## config.mk

```make
export PLATFORM = sky130hd
export DESIGN_NAME = st_pkt_decoder
export DESIGN_NICKNAME = d
export VERILOG_FILES = /design/src/rtl/st_pkt_decoder.sv
export SDC_FILE = /design/constraint.sdc
export NUM_CORES = 1
export LEC_CHECK = 0
export CORE_MARGIN = 2
export CORE_UTILIZATION = 40
export DETAILED_ROUTE_END_ITERATION = 10
export PLACE_DENSITY_LB_ADDON = 0.12
export SLEW_MARGIN = 20
export SYNTH_ARGS = -nofsm -noshare
export SYNTH_HDL_FRONTEND = slang
export SYNTH_SLANG_ARGS = --single-unit
```

## constraint.sdc

```tcl
create_clock -name clk -period 4 [get_ports clk]
set_input_delay 0.4 -clock clk [delete_from_list [all_inputs] [get_ports clk]]
set_output_delay 0.4 -clock clk [all_outputs]
set_load 0.02 [all_outputs]
```

## src/rtl/st_pkt_decoder.sv

```systemverilog
// ---------------------------------------------------------------------------
// st_pkt_decoder
//   Receive-side packet decoder. Parses a one-beat header (type, declared
//   payload length), collects payload bytes into a flat buffer and presents
//   the decoded message on a registered valid/ready output.
//
//   Optional feature macro: ST_PKT_DECODER_STATS_EN
//     When defined, adds saturating 16-bit message/error counters.
//
// Ports
//   clk, rst          : clock, synchronous active-high reset
//   i_pkt_valid/ready : input beat handshake (ready depends on state/rst only)
//   i_pkt_sop/eop     : packet delimiters (sop beat is the header)
//   i_pkt_data        : beat data, byte k at [8k+7:8k]
//   i_pkt_len         : valid bytes on an eop payload beat, 0 = full beat
//   o_msg_valid/ready : output message handshake
//   o_msg_type        : header byte 0
//   o_msg_payload     : payload byte n at [8n+7:8n], unused bytes zero
//   o_msg_bytes       : stored payload byte count (saturates at MAX_BYTES)
//   o_msg_err         : overflow or received-length != declared-length
//   o_stat_msgs/errs  : (STATS_EN only) handshake / error counters
// ---------------------------------------------------------------------------
module st_pkt_decoder #(
    parameter int WIDTH     = 32,
    parameter int MAX_BYTES = 16
) (
    input  logic                             clk,
    input  logic                             rst,
    input  logic                             i_pkt_valid,
    output logic                             i_pkt_ready,
    input  logic                             i_pkt_sop,
    input  logic                             i_pkt_eop,
    input  logic [WIDTH-1:0]                 i_pkt_data,
    input  logic [$clog2(WIDTH/8)-1:0]       i_pkt_len,
    output logic                             o_msg_valid,
    input  logic                             o_msg_ready,
    output logic [7:0]                       o_msg_type,
    output logic [MAX_BYTES*8-1:0]           o_msg_payload,
    output logic [$clog2(MAX_BYTES+1)-1:0]   o_msg_bytes,
`ifdef ST_PKT_DECODER_STATS_EN
    output logic [15:0]                      o_stat_msgs,
    output logic [15:0]                      o_stat_errs,
`endif
    output logic                             o_msg_err
);

    localparam int BPB   = WIDTH / 8;
    localparam int CNT_W = $clog2(MAX_BYTES + 1);

    typedef enum logic [1:0] {
        S_IDLE,
        S_COLLECT,
        S_EMIT
    } state_t;

    state_t                 r_state;
    logic [7:0]             r_type;
    logic [7:0]             r_decl_len;
    logic [MAX_BYTES*8-1:0] r_payload;
    logic [CNT_W-1:0]       r_count;
    logic [7:0]             r_total;
    logic                   r_ovf;
    logic                   r_msg_valid;
    logic                   r_msg_err;

    logic [15:0]            w_nb;
    logic [15:0]            w_sum;
    logic [15:0]            w_tsum;
    logic [MAX_BYTES*8-1:0] w_payload;
    logic [CNT_W-1:0]       w_count;
    logic [7:0]             w_total;
    logic                   w_ovf;
    logic                   w_handshake;

    // Ready is a pure function of state and reset so it can never form a
    // combinational loop with an upstream valid.
    assign i_pkt_ready = !rst && (r_state != S_EMIT);
    assign w_handshake = (r_state == S_EMIT) && o_msg_ready;

    // Next buffer contents if the current beat is a payload beat.
    // NOTE: every always_comb output gets a default first so no latch is inferred.
    always_comb begin
        w_nb = 16'(BPB);
        if (i_pkt_eop && (i_pkt_len != '0))
            w_nb = 16'(i_pkt_len);

        w_sum  = 16'(r_count) + w_nb;
        w_tsum = 16'(r_total) + w_nb;

        // Byte k of the beat lands at index r_count + k; indices past the
        // buffer simply never match and are dropped.
        w_payload = r_payload;
        for (int n = 0; n < MAX_BYTES; n++) begin
            for (int k = 0; k < BPB; k++) begin
                if ((16'(k) < w_nb) && (int'(r_count) + k == n))
                    w_payload[n*8 +: 8] = i_pkt_data[k*8 +: 8];
            end
        end

        w_ovf   = r_ovf || (w_sum > 16'(MAX_BYTES));
        w_count = (w_sum > 16'(MAX_BYTES)) ? CNT_W'(MAX_BYTES) : CNT_W'(w_sum);
        w_total = (w_tsum > 16'd255) ? 8'hFF : w_tsum[7:0];
    end

`ifdef ST_PKT_DECODER_STATS_EN
    logic [15:0] r_stat_msgs;
    logic [15:0] r_stat_errs;
    assign o_stat_msgs = r_stat_msgs;
    assign o_stat_errs = r_stat_errs;

    always_ff @(posedge clk) begin
        if (rst) begin
            r_stat_msgs <= '0;
            r_stat_errs <= '0;
        end else begin
            if (w_handshake && (r_stat_msgs != 16'hFFFF))
                r_stat_msgs <= r_stat_msgs + 16'd1;
            // A handshake (EMIT) and a discarded partial (COLLECT) are
            // mutually exclusive, so at most one increment per cycle.
            if (((w_handshake && r_msg_err) ||
                 ((r_state == S_COLLECT) && i_pkt_valid && i_pkt_sop)) &&
                (r_stat_errs != 16'hFFFF))
                r_stat_errs <= r_stat_errs + 16'd1;
        end
    end
`endif

    // NOTE: sequential state uses non-blocking assignments only.
    always_ff @(posedge clk) begin
        if (rst) begin
            // NOTE: the payload buffer is reset too: it drives an output whose reset value is zero.
            r_state     <= S_IDLE;
            r_type      <= '0;
            r_decl_len  <= '0;
            r_payload   <= '0;
            r_count     <= '0;
            r_total     <= '0;
            r_ovf       <= 1'b0;
            r_msg_valid <= 1'b0;
            r_msg_err   <= 1'b0;
        end else begin
            case (r_state)
                S_IDLE, S_COLLECT: begin
                    if (i_pkt_valid) begin
                        if (i_pkt_sop) begin
                            // Header: also abandons any partial packet.
                            r_type     <= i_pkt_data[7:0];
                            r_decl_len <= i_pkt_data[15:8];
                            r_payload  <= '0;
                            r_count    <= '0;
                            r_total    <= '0;
                            r_ovf      <= 1'b0;
                            if (i_pkt_eop) begin
                                r_state     <= S_EMIT;
                                r_msg_valid <= 1'b1;
                                r_msg_err   <= (i_pkt_data[15:8] != 8'd0);
                            end else begin
                                r_state <= S_COLLECT;
                            end
                        end else if (r_state == S_COLLECT) begin
                            r_payload <= w_payload;
                            r_count   <= w_count;
                            r_total   <= w_total;
                            r_ovf     <= w_ovf;
                            if (i_pkt_eop) begin
                                r_state     <= S_EMIT;
                                r_msg_valid <= 1'b1;
                                r_msg_err   <= w_ovf || (w_total != r_decl_len);
                            end
                        end
                        // sop=0 in IDLE: stray beat, accepted and dropped.
                    end
                end
                S_EMIT: begin
                    if (o_msg_ready) begin
                        r_state     <= S_IDLE;
                        r_msg_valid <= 1'b0;
                    end
                end
                default: r_state <= S_IDLE;
            endcase
        end
    end

    assign o_msg_valid   = r_msg_valid;
    assign o_msg_type    = r_type;
    assign o_msg_payload = r_payload;
    assign o_msg_bytes   = r_count;
    assign o_msg_err     = r_msg_err;

endmodule

```

# After elaboration in Yosys (flattened, before gate mapping)
# Index checks and enable logic that the tools add are counted.
[op_classes]
add_sub_neg = 5
n_lt_le_gt_ge = 6
eq_ne = 68
mux = 92
reduce_logical = 116
[ops]
columns = ["op", "count"]
rows = [
  ["32-bit by 5-bit == test with 1-bit output, second input constant", 21],
  ["8-bit 2-to-1 mux", 67],
  ["32-bit by 4-bit == test with 1-bit output, second input constant", 12],
  ["128-bit 2-to-1 mux", 2],
  ["32-bit by 3-bit == test with 1-bit output, second input constant", 6],
  ["32-bit logical NOT", 4],
  ["32-bit by 2-bit == test with 1-bit output, second input constant", 3],
  ["5-bit nonzero test", 16],
  ["4-bit AND reduction", 19],
  ["1-bit logical AND", 66],
  ["5-bit == test, second input constant", 8],
  ["1-bit by 16-bit less-than comparator with 1-bit output, first input constant", 2],
  ["2-bit by 16-bit less-than comparator with 1-bit output, first input constant", 2],
  ["5-bit by 4-bit == test with 1-bit output, second input constant", 4],
  ["6-bit by 4-bit == test with 1-bit output, second input constant", 3],
  ["5-bit by 16-bit adder with 16-bit output", 1],
  ["8-bit by 16-bit adder with 16-bit output", 1],
  ["16-bit by 5-bit greater-than comparator with 1-bit output, second input constant", 1],
  ["16-bit by 8-bit greater-than comparator with 1-bit output, second input constant", 1],
  ["5-bit 2-to-1 mux", 3],
  ["5-bit by 2-bit adder with 6-bit output, second input constant", 2],
  ["2-bit 2-to-1 mux", 6],
  ["1-bit 2-to-1 mux", 11],
  ["5-bit by 3-bit == test with 1-bit output, second input constant", 2],
  ["17 further kinds", 24],
]
[totals]
ff_bits = 162
elab_cells = 311

# Longest topological paths before layout
# Gate-level depths: netlist of run 1.
[depth]
word_depth = 11
depth_mapped = 14
ltp_nobuf = 9

# Worst setup path after synthesis of run 1
# Ideal clock, no wire load.
[synth_timing]
kind = "register to register"
start = "register r_count[0] (netlist: o_msg_bytes[0])"
end = "register r_payload[71] (netlist: o_msg_payload[71])"
setup_ps = 120
arrival_ps = 2964
path_slack_ps = 917
path_stages_with_launch = 13
n_path_buf = 4
cell_sequence = "dfxtp_1 -> buf_6 -> buf_4 -> buf_4 -> nand2_1 -> nor2_1 -> ha_1 -> clkbuf_1 -> nand3_1 -> o41ai_1 -> a2111oi_4 -> o21a_1 -> a211o_1"
[synth_via]
elab_chain_len = 8
elab_cells_between_ends = 18
classes_between = "add/sub (3); eq/ne (4); mux (5); reduce/logical (6)"
[synth_lines]
columns = ["element", "line_no", "source"]
rows = [
  ["start: declaration", "60", "logic [CNT_W-1:0] r_count;"],
  ["start signal: assignment", "162", "r_count <= w_count;"],
  ["5-bit by 1-bit adder with 6-bit output", "95", "if ((16'(k) < w_nb) && (int'(r_count) + k == n))"],
  ["32-bit by 5-bit == test with 1-bit output", "95", ""],
  ["1-bit logical AND", "95", ""],
  ["8-bit 2-to-1 mux (3 in series)", "95", ""],
  ["128-bit 2-to-1 mux", "160", "end else if (r_state == S_COLLECT) begin"],
  ["128-bit 2-to-1 mux", "145", "if (i_pkt_sop) begin"],
  ["end signal: assignment", "161", "r_payload <= w_payload;"],
  ["end: declaration", "59", "logic [MAX_BYTES*8-1:0] r_payload;"],
]
# Several ways; a longest one is shown, not always the timed one. The select of a mux whose other input is x is not followed.
# A chain may end at the register's enable or synchronous reset.

# Worst setup path in the final report of run 1
[layout_timing]
start = "register r_count[1] (netlist: o_msg_bytes[1])"
end = "register r_payload[25] (netlist: o_msg_payload[25])"
[layout_via]
elab_chain_len = 8
elab_cells_between_ends = 18
classes_between = "add/sub (3); eq/ne (4); mux (5); reduce/logical (6)"
[layout_lines]
columns = ["element", "line_no"]
rows = [
  ["5-bit by 1-bit adder with 6-bit output", "95"],
  ["32-bit by 3-bit == test with 1-bit output", "95"],
  ["1-bit logical AND", "95"],
  ["8-bit 2-to-1 mux (3 in series)", "95"],
  ["128-bit 2-to-1 mux", "160"],
  ["128-bit 2-to-1 mux", "145"],
]
# Several ways; a longest one is shown, not always the timed one. The select of a mux whose other input is x is not followed.

==> impl.org, run 1 <==
** Run status
- The run finished with clean final reports.

** Synth
- The average instance in the mapped netlist occupies 8.22 sq um.
- Area of the mapped netlist :: 0.0115 sq mm
- Share of the yosys chip area belonging to registers :: 0.283
- The synthesized design contains 162 register bits.
- The netlist uses 99 different library cells.
- The Yosys step of the flow raised 0 warnings.
- Instance count of the mapped netlist :: 1397
- Synthesized netlist net count :: 1446
- Dominant register cell in the synthesized netlist :: sky130_fd_sc_hd__dfxtp_1
- Async set-or-reset flop fraction in the synthesized netlist :: 0
- Number of enable flip-flop cells after synthesis :: 0

** Clocking
- Clock tree synthesis inserted a total of 17 buffers.
- Clock-pin slew was measured on the worst setup and hold paths at 70 ps.
- Post-CTS timing repair inserted 0 buffers for setup.
- The tree is rooted in a sky130_fd_sc_hd__clkbuf_16.
- Post-CTS sizing :: 0
- Clock Path Buffers :: 2
- TritonCTS built the clock tree.
- Clock tree synthesis found a total of 162 sinks.
- After clock tree synthesis, the flow added hold-fix buffers numbering 0.
- Clock latency reported for the late side of the worst-skew pair :: 450 ps
- The clock tree synthesis step divided the H-tree into 4 levels.

** STA
- Setup violations remaining at the end of the flow were counted as 0.
- Timing would allow up to 299 MHz.
- The count of final hold-check violations came to 0.
- For the final routed database, the setup TNS stands at 0 ps.
- Final count of pins violating max slew :: 0
- Unrepaired setup endpoints after global routing :: false
- Transition time of the tightest slew-check pin :: 1190 ps
- Setup clock skew after layout :: 11.6 ps
- Shortest period the worst path allows :: 3340 ps
- Final period utilization :: 0.835
- Remaining max-slew budget at the tightest pin :: 0.203

** Floorplan
- The initialized floorplan defines 62 standard-cell rows.
- Boundary Pins :: 184
- The floorplan step defined a die boundary enclosing 0.0301 sq mm.
- For this configuration, the core starts out at a cell density of 0.403.
- Height of the die :: 173 um
- Horizontal extent of the die :: 173 um
- Core area :: 0.0285 sq mm

** Layout
- Post-route cell area :: 0.0142 sq mm
- Final Net Count :: 1572
- In the final layout, the share of cells above drive strength 1 is 0.124.
- Relative to the synthesized area, the layout overhead comes to 23.7%.
- The repair_antennas step left the layout with diodes totalling 0.

** Power
- Overall power consumption after layout is estimated at 0.00394 W.
- In this run the static leakage power is 5.47 nW.
- VDD sags by at most 0.251 mV.
- In this run the power density over the cells is 277 mW/mm^2.

** Drt
- Routed WL :: 46.7 mm
- Length of routed wiring on met1 :: 20.3 mm
- Violation count after the first detailed-route iteration :: 1500
- After detailed routing, the average wire length per cell comes to 24.3 um.
- The highest layer touched by signal routing is met4.
- The first detailed-routing pass took 7 iterations.
- Residual antenna-violating net count after detailed routing :: 0
- Via count :: 12.2k
- After detailed routing, the number of vias per cell comes to 6.33.
- After detailed routing, the number of remaining DRC violations is 0.
- Detail Route met2 WL :: 19.9 mm
- Met3 layer wire length in the routed design :: 4.59 mm

** Critical path
- For flop-to-flop paths, the worst setup slack is 660 ps.
- Traced cell by cell, the critical path runs through ha_1, buf_4, nor2b_1, o32ai_1, nand4_1, nand3_1, a21oi_2, a22o_1.
- Worst Setup Path Type :: register to register
- Category of the worst setup path capture point :: register
- Arrival time reported for the critical path endpoint :: 3680 ps
- Peak per-stage delay on the critical path :: 650 ps
- The worst setup path is launched from a register.
- Max stage delay cell, worst path :: sky130_fd_sc_hd__dfxtp_1
- Count of buffer and inverter cells on the critical path :: 1
- In this design, the largest share of critical-path delay is due to simple AND/OR/NAND/NOR gates.
- STA puts the critical path data required time at 4340 ps.
- Of all nets on the critical path, the largest fanout is 10.

** Global routing
- For this run the aggregate overflow at the end of global routing stands at 0.
- Initial antenna violation count :: 0
- The first global-routing pass estimated 70.0 mm of wire.
- The via count of the first global-routing pass was 11.5k.
- All-Layer GR Usage :: 0.300
- Largest net degree at the start of global routing :: 60

** Placement
- Routability-driven placement finished with a final weighted congestion of 0.958.
- Number of buffers inserted by port buffering :: 183
- HPWL after DPL :: 31.9 mm
- Placed Instance Area :: 0.0136 sq mm

** Hold path
- The tightest min-delay check is of the register to register type.

** Run
- The tool flagged a number of max-cap violations equal to 0.
-- registers in the layout, summed over array words and instances, names as in the netlist --
register and count:
o_msg_payload 128, o_msg_valid 1, o_msg_bytes 5, r_ovf 1, r_state 2, o_msg_err 1
r_decl_len 8, r_total 8, o_msg_type 8
-- cell usage after synthesis (32+ instances only) --
master | n | area, sq um
sky130_fd_sc_hd__mux2i_1 | 94 | 941
sky130_fd_sc_hd__nor2_1 | 143 | 537
sky130_fd_sc_hd__o21ai_0 | 34 | 170
sky130_fd_sc_hd__dfxtp_1 | 162 | 3240
sky130_fd_sc_hd__nand2_1 | 141 | 529
sky130_fd_sc_hd__o2bb2ai_1 | 41 | 359
sky130_fd_sc_hd__mux2_2 | 47 | 529
sky130_fd_sc_hd__o211ai_1 | 40 | 300
sky130_fd_sc_hd__a211o_1 | 32 | 280
sky130_fd_sc_hd__a21oi_1 | 92 | 460
sky130_fd_sc_hd__clkbuf_1 | 75 | 282
-- layout make-up --
type                    instances  area [sq um]
clock buffers                  20           457
multi-input cells            1063          7460
flip-flops and latches        162          3240
fillers                      2817         14300
inverters                      34           128
clock inverters                12           124
well taps                     384           480
repair buffers                245          2310
-- per-stage QoR --
step | util | worst slack (ps) | cells | hold WS [ps]
2_1_floorplan | - | 917 | 1397 | 414
3_3_place_gp | 0.479 | 617 | 1888 | 438
3_5_place_dp | 0.479 | 602 | 1888 | 445
4_1_cts | 0.499 | 748 | 1920 | 455
5_1_grt | 0.499 | 406 | 1920 | 487
6_report | 0.499 | 658 | 1920 | 452
-- power by group --
group          internal [W]  leakage [nW]  total (W)  switching (W)
clock              0.000906         0.284    0.00168       0.000773
sequential          0.00163          1.31    0.00165      0.0000166
combinational      0.000211          3.88   0.000609       0.000398
total               0.00275          5.47    0.00394        0.00119
-- routing by layer --
layer  up-vias  global-route usage
met3       154              0.0660
met2       716               0.456
met5         -             0.00481
met1      5753               0.412
met4         0               0.120
li1       5528                   -
-- path summary, 6_finish.rpt --
kind             startpoint                 to  depth (start not counted)
max          o_msg_bytes[1]  o_msg_payload[25]                          8
min              r_state[1]         r_state[0]                          1
min reg2reg      r_state[1]         r_state[0]                          1
max reg2reg  o_msg_bytes[1]  o_msg_payload[25]                          8
-- cell families after synthesis --
kind of cell | share of synthesized area
AOI/OAI and AO/OA | 0.335
xor gates and xnor gates | 0.00992
adders and majority gates | 0.00981
buffers and inverters | 0.0681
DFF | 0.283
muxes | 0.131
and+or+nand+nor | 0.163
-- cells in the final DEF, fill, tap and decap left out, types with 19 or more instances in the layout --
cell type / instances
sky130_fd_sc_hd__inv_1: 31
sky130_fd_sc_hd__a21oi_1: 92
sky130_fd_sc_hd__nor2_1: 143
sky130_fd_sc_hd__nand3_1: 19
sky130_fd_sc_hd__o211ai_1: 40
sky130_fd_sc_hd__dfxtp_1: 162
sky130_fd_sc_hd__a211oi_1: 26
sky130_fd_sc_hd__mux2_2: 47
sky130_fd_sc_hd__a22oi_1: 26
sky130_fd_sc_hd__a22o_1: 31
sky130_fd_sc_hd__o22a_1: 21
sky130_fd_sc_hd__o21ai_0: 34
sky130_fd_sc_hd__buf_4: 60
sky130_fd_sc_hd__clkdlybuf4s50_1: 181
sky130_fd_sc_hd__nand4_1: 20
sky130_fd_sc_hd__nand2_1: 141
sky130_fd_sc_hd__o2bb2ai_1: 41
sky130_fd_sc_hd__mux2i_1: 94
sky130_fd_sc_hd__a211o_1: 32
(Power assumes the default switching activity.)
==> run 2, diff against run 1 <==
==> constraint.sdc (replaced) <==
create_clock -name clk -period 3.2 [get_ports clk]
set_input_delay 0.32 -clock clk [delete_from_list [all_inputs] [get_ports clk]]
set_output_delay 0.32 -clock clk [all_outputs]
set_load 0.02 [all_outputs]
==> impl.org, run 2 (synthesized netlist as in run 1, its figures left out) <==
** Run status
- The flow ran to the end, and the final reports show no timing, DRC or antenna violations.

** Floorplan
- Boundary Pins :: 184
- Measured along the x axis, the die boundary spans 173 um.
- Core Rows :: 62
- Initial cell density of the core :: 0.403
- Die Footprint :: 0.0301 sq mm
- The core region is 0.0285 sq mm.
- Height of the die :: 173 um

** Layout
- Most frequent cells in the layout :: 182 x sky130_fd_sc_hd__clkdlybuf4s50_1, 162 x sky130_fd_sc_hd__dfxtp_1, 143 x sky130_fd_sc_hd__nor2_1
- After filler insertion, the fill cell instance count of the layout stands at 2786.
- Number of flip-flops in the largest register :: 128
- Summing all multi-input logic gate instances after layout gives 0.00746 sq mm.
- Final Net Count :: 1622
- Summing all flip-flop and latch instances after layout gives 0.00324 sq mm.
- Area growth from synthesis to layout :: 26.8%
- Of the cells placed in the final design, the portion with a size suffix greater than 1 is 0.152.
- The number of antenna diodes in the final layout is 0.
- Most frequent standard cell in the layout excluding fill and tap cells :: sky130_fd_sc_hd__clkdlybuf4s50_1

** Critical path
- Startpoint of the worst register-to-register path :: o_msg_bytes[2]
- The critical path starts at o_msg_bytes[2].
- Data required time of the critical path :: 3570 ps
- Arrival time reported for the critical path endpoint :: 3280 ps
- Category of the worst setup path capture point :: register
- The critical path is of the register to register type.
- STA classifies the critical path startpoint as a register.
- In this run the worst path has a maximum fanout of 19.

** Drt
- Using the TritonRoute via totals, the vias-per-cell ratio works out to 6.26.
- Via count :: 12.3k
- Dividing the detail-routed wire length by the instance count gives 24.1 um.
- The detail route stage leaves a number of antenna-violating nets equal to 0.
- After the first detailed-routing iteration, the DRC count stood at 1424.
- After detailed routing, the total wire length is 47.4 mm.
- Count of TritonRoute iterations in the first routing pass :: 6
- DRC errors left :: 0

** Global routing
- All-Layer GR Usage :: 0.306
- Entering global routing, the biggest net connects 36 pins.
- Initial antenna violation count :: 0
- The via count of the first global-routing pass came to 11.7k.
- For this run the aggregate overflow at the end of global routing stands at 0.
- First-pass GRT wire length :: 71.3 mm

** Placement
- Number of buffers inserted by port buffering :: 183
- Routability-driven placement congestion ratio :: 0.962
- Pre-CTS worst setup slack :: 56.4 ps
- Detailed placement finished with a half-perimeter wire length of 33.2 mm.

** Clocking
- CTS tree :: done
- Root buffer cell :: sky130_fd_sc_hd__clkbuf_16
- The number of hold buffers added after CTS was 0.
- Buffers inserted during clock tree synthesis total 17.
- In this run, post-CTS repair resized a total of 0 instances.
- Clock Path Buffers :: 2
- Clock tree synthesis found a total of 162 sinks.
- Clock-pin slew was measured on the worst setup and hold paths at 70 ps.
- Clock latency reported for the late side of the worst-skew pair :: 450 ps
- In this run the number of H-tree levels came out at 4.
- # Post-CTS Setup Buffers :: 0

** STA
- Setup repair after global routing left no endpoint under its margin.
- At the pin with the least slew margin, the transition time is 1120 ps.
- Highest attainable clock frequency :: 344 MHz
- Summed over all failing endpoints, the final setup total negative slack is 0 ps.
- Final period utilization :: 0.908
- Min setup slack post-route :: 295 ps
- For the final database, setup skew stands at 18.4 ps.
- Final count of pins violating max slew :: 0
- Shortest period the worst path allows :: 2900 ps
- Setup violations remaining at the end of the flow were counted as 0.
- Final hold violation count :: 0
- Headroom to the max-slew limit came out at 0.251.

** Hold path
- Min-Delay Startpoint :: rst
- The min-delay analysis places its worst path in the category input port to register.

** Power
- Summing internal, switching and leakage power gives 0.00491 W.
- Dividing total power by cell area gives a power density of 337 mW/mm^2.
- Reported leakage power :: 5.70 nW
- Across the VDD grid, the largest voltage drop is 0.326 mV.

** Run
- Max-Cap Viols :: 0
run 2: cell count changes in the layout (fill, tap and decap cells not counted):
cell	before	now
sky130_fd_sc_hd__o21ai_2	0	1
sky130_fd_sc_hd__clkdlybuf4s50_1	181	182
sky130_fd_sc_hd__clkbuf_1	1	0
sky130_fd_sc_hd__o21ai_1	4	3
sky130_fd_sc_hd__clkbuf_8	2	0
sky130_fd_sc_hd__clkinv_2	1	4
sky130_fd_sc_hd__buf_4	60	111
sky130_fd_sc_hd__clkinv_4	4	3
sky130_fd_sc_hd__buf_12	2	1
sky130_fd_sc_hd__buf_2	2	1
run 2: layout make-up:
class,count,share of cell area
clock buffers,17,0.0292
clock inverters,14,0.00894
inverters,34,0.00877
multi-input cells,1063,0.513
flip-flops and latches,162,0.223
well taps,384,0.0330
repair buffers,295,0.184
run 2: where the power goes:
group | internal, W | switching (W)
logic | 0.000283 | 0.000510
clock network | 0.00108 | 0.000972
registers | 0.00204 | 0.0000201
total | 0.00341 | 0.00150
run 2: stage by stage:
step	utilization	cell area [sq um]	std cells	hold slack, ps
2_1_floorplan	-	11500	1397	414
3_3_place_gp	0.491	14000	1938	428
3_5_place_dp	0.492	14000	1938	446
4_1_cts	0.511	14500	1969	306
5_1_grt	0.511	14500	1969	320
6_report	0.511	14500	1969	311
run 2: routing by layer:
layer	global-route usage	wire (um)	share of wire
met4	0.128	1770	0.037
met3	0.0702	4830	0.10
met5	0	0	0
met2	0.459	20200	0.43
met1	0.421	20600	0.43
run 2: path summary, 6_finish.rpt:
check	cells after the start	endpoint	slack, ps
max	8	o_msg_payload[72]	300
min	2	o_msg_type[2]	310
max reg2reg	8	o_msg_payload[72]	300
min reg2reg	1	r_state[0]	440
run 2: worst max-delay path, cell delays in order, from the launching register on:
cell	delay (ps)
sky130_fd_sc_hd__dfxtp_1	330
sky130_fd_sc_hd__buf_4	250
sky130_fd_sc_hd__ha_1	330
sky130_fd_sc_hd__nor3_1	70
sky130_fd_sc_hd__a21oi_1	410
sky130_fd_sc_hd__nand3_1	460
sky130_fd_sc_hd__nor2_1	570
sky130_fd_sc_hd__a22oi_1	230
sky130_fd_sc_hd__o2bb2ai_1	190
==> run 3, diff against run 2 <==
--- a/config.mk
+++ b/config.mk
@@ -8,6 +8,7 @@
 export CORE_MARGIN = 2
 export CORE_UTILIZATION = 40
 export DETAILED_ROUTE_END_ITERATION = 10
+export HOLD_SLACK_MARGIN = 0.03
 export PLACE_DENSITY_LB_ADDON = 0.12
 export SLEW_MARGIN = 20
 export SYNTH_ARGS = -nofsm -noshare
==> results of run 3 <==
No change in the layout: final DEF, timing and power equal those of run 2.
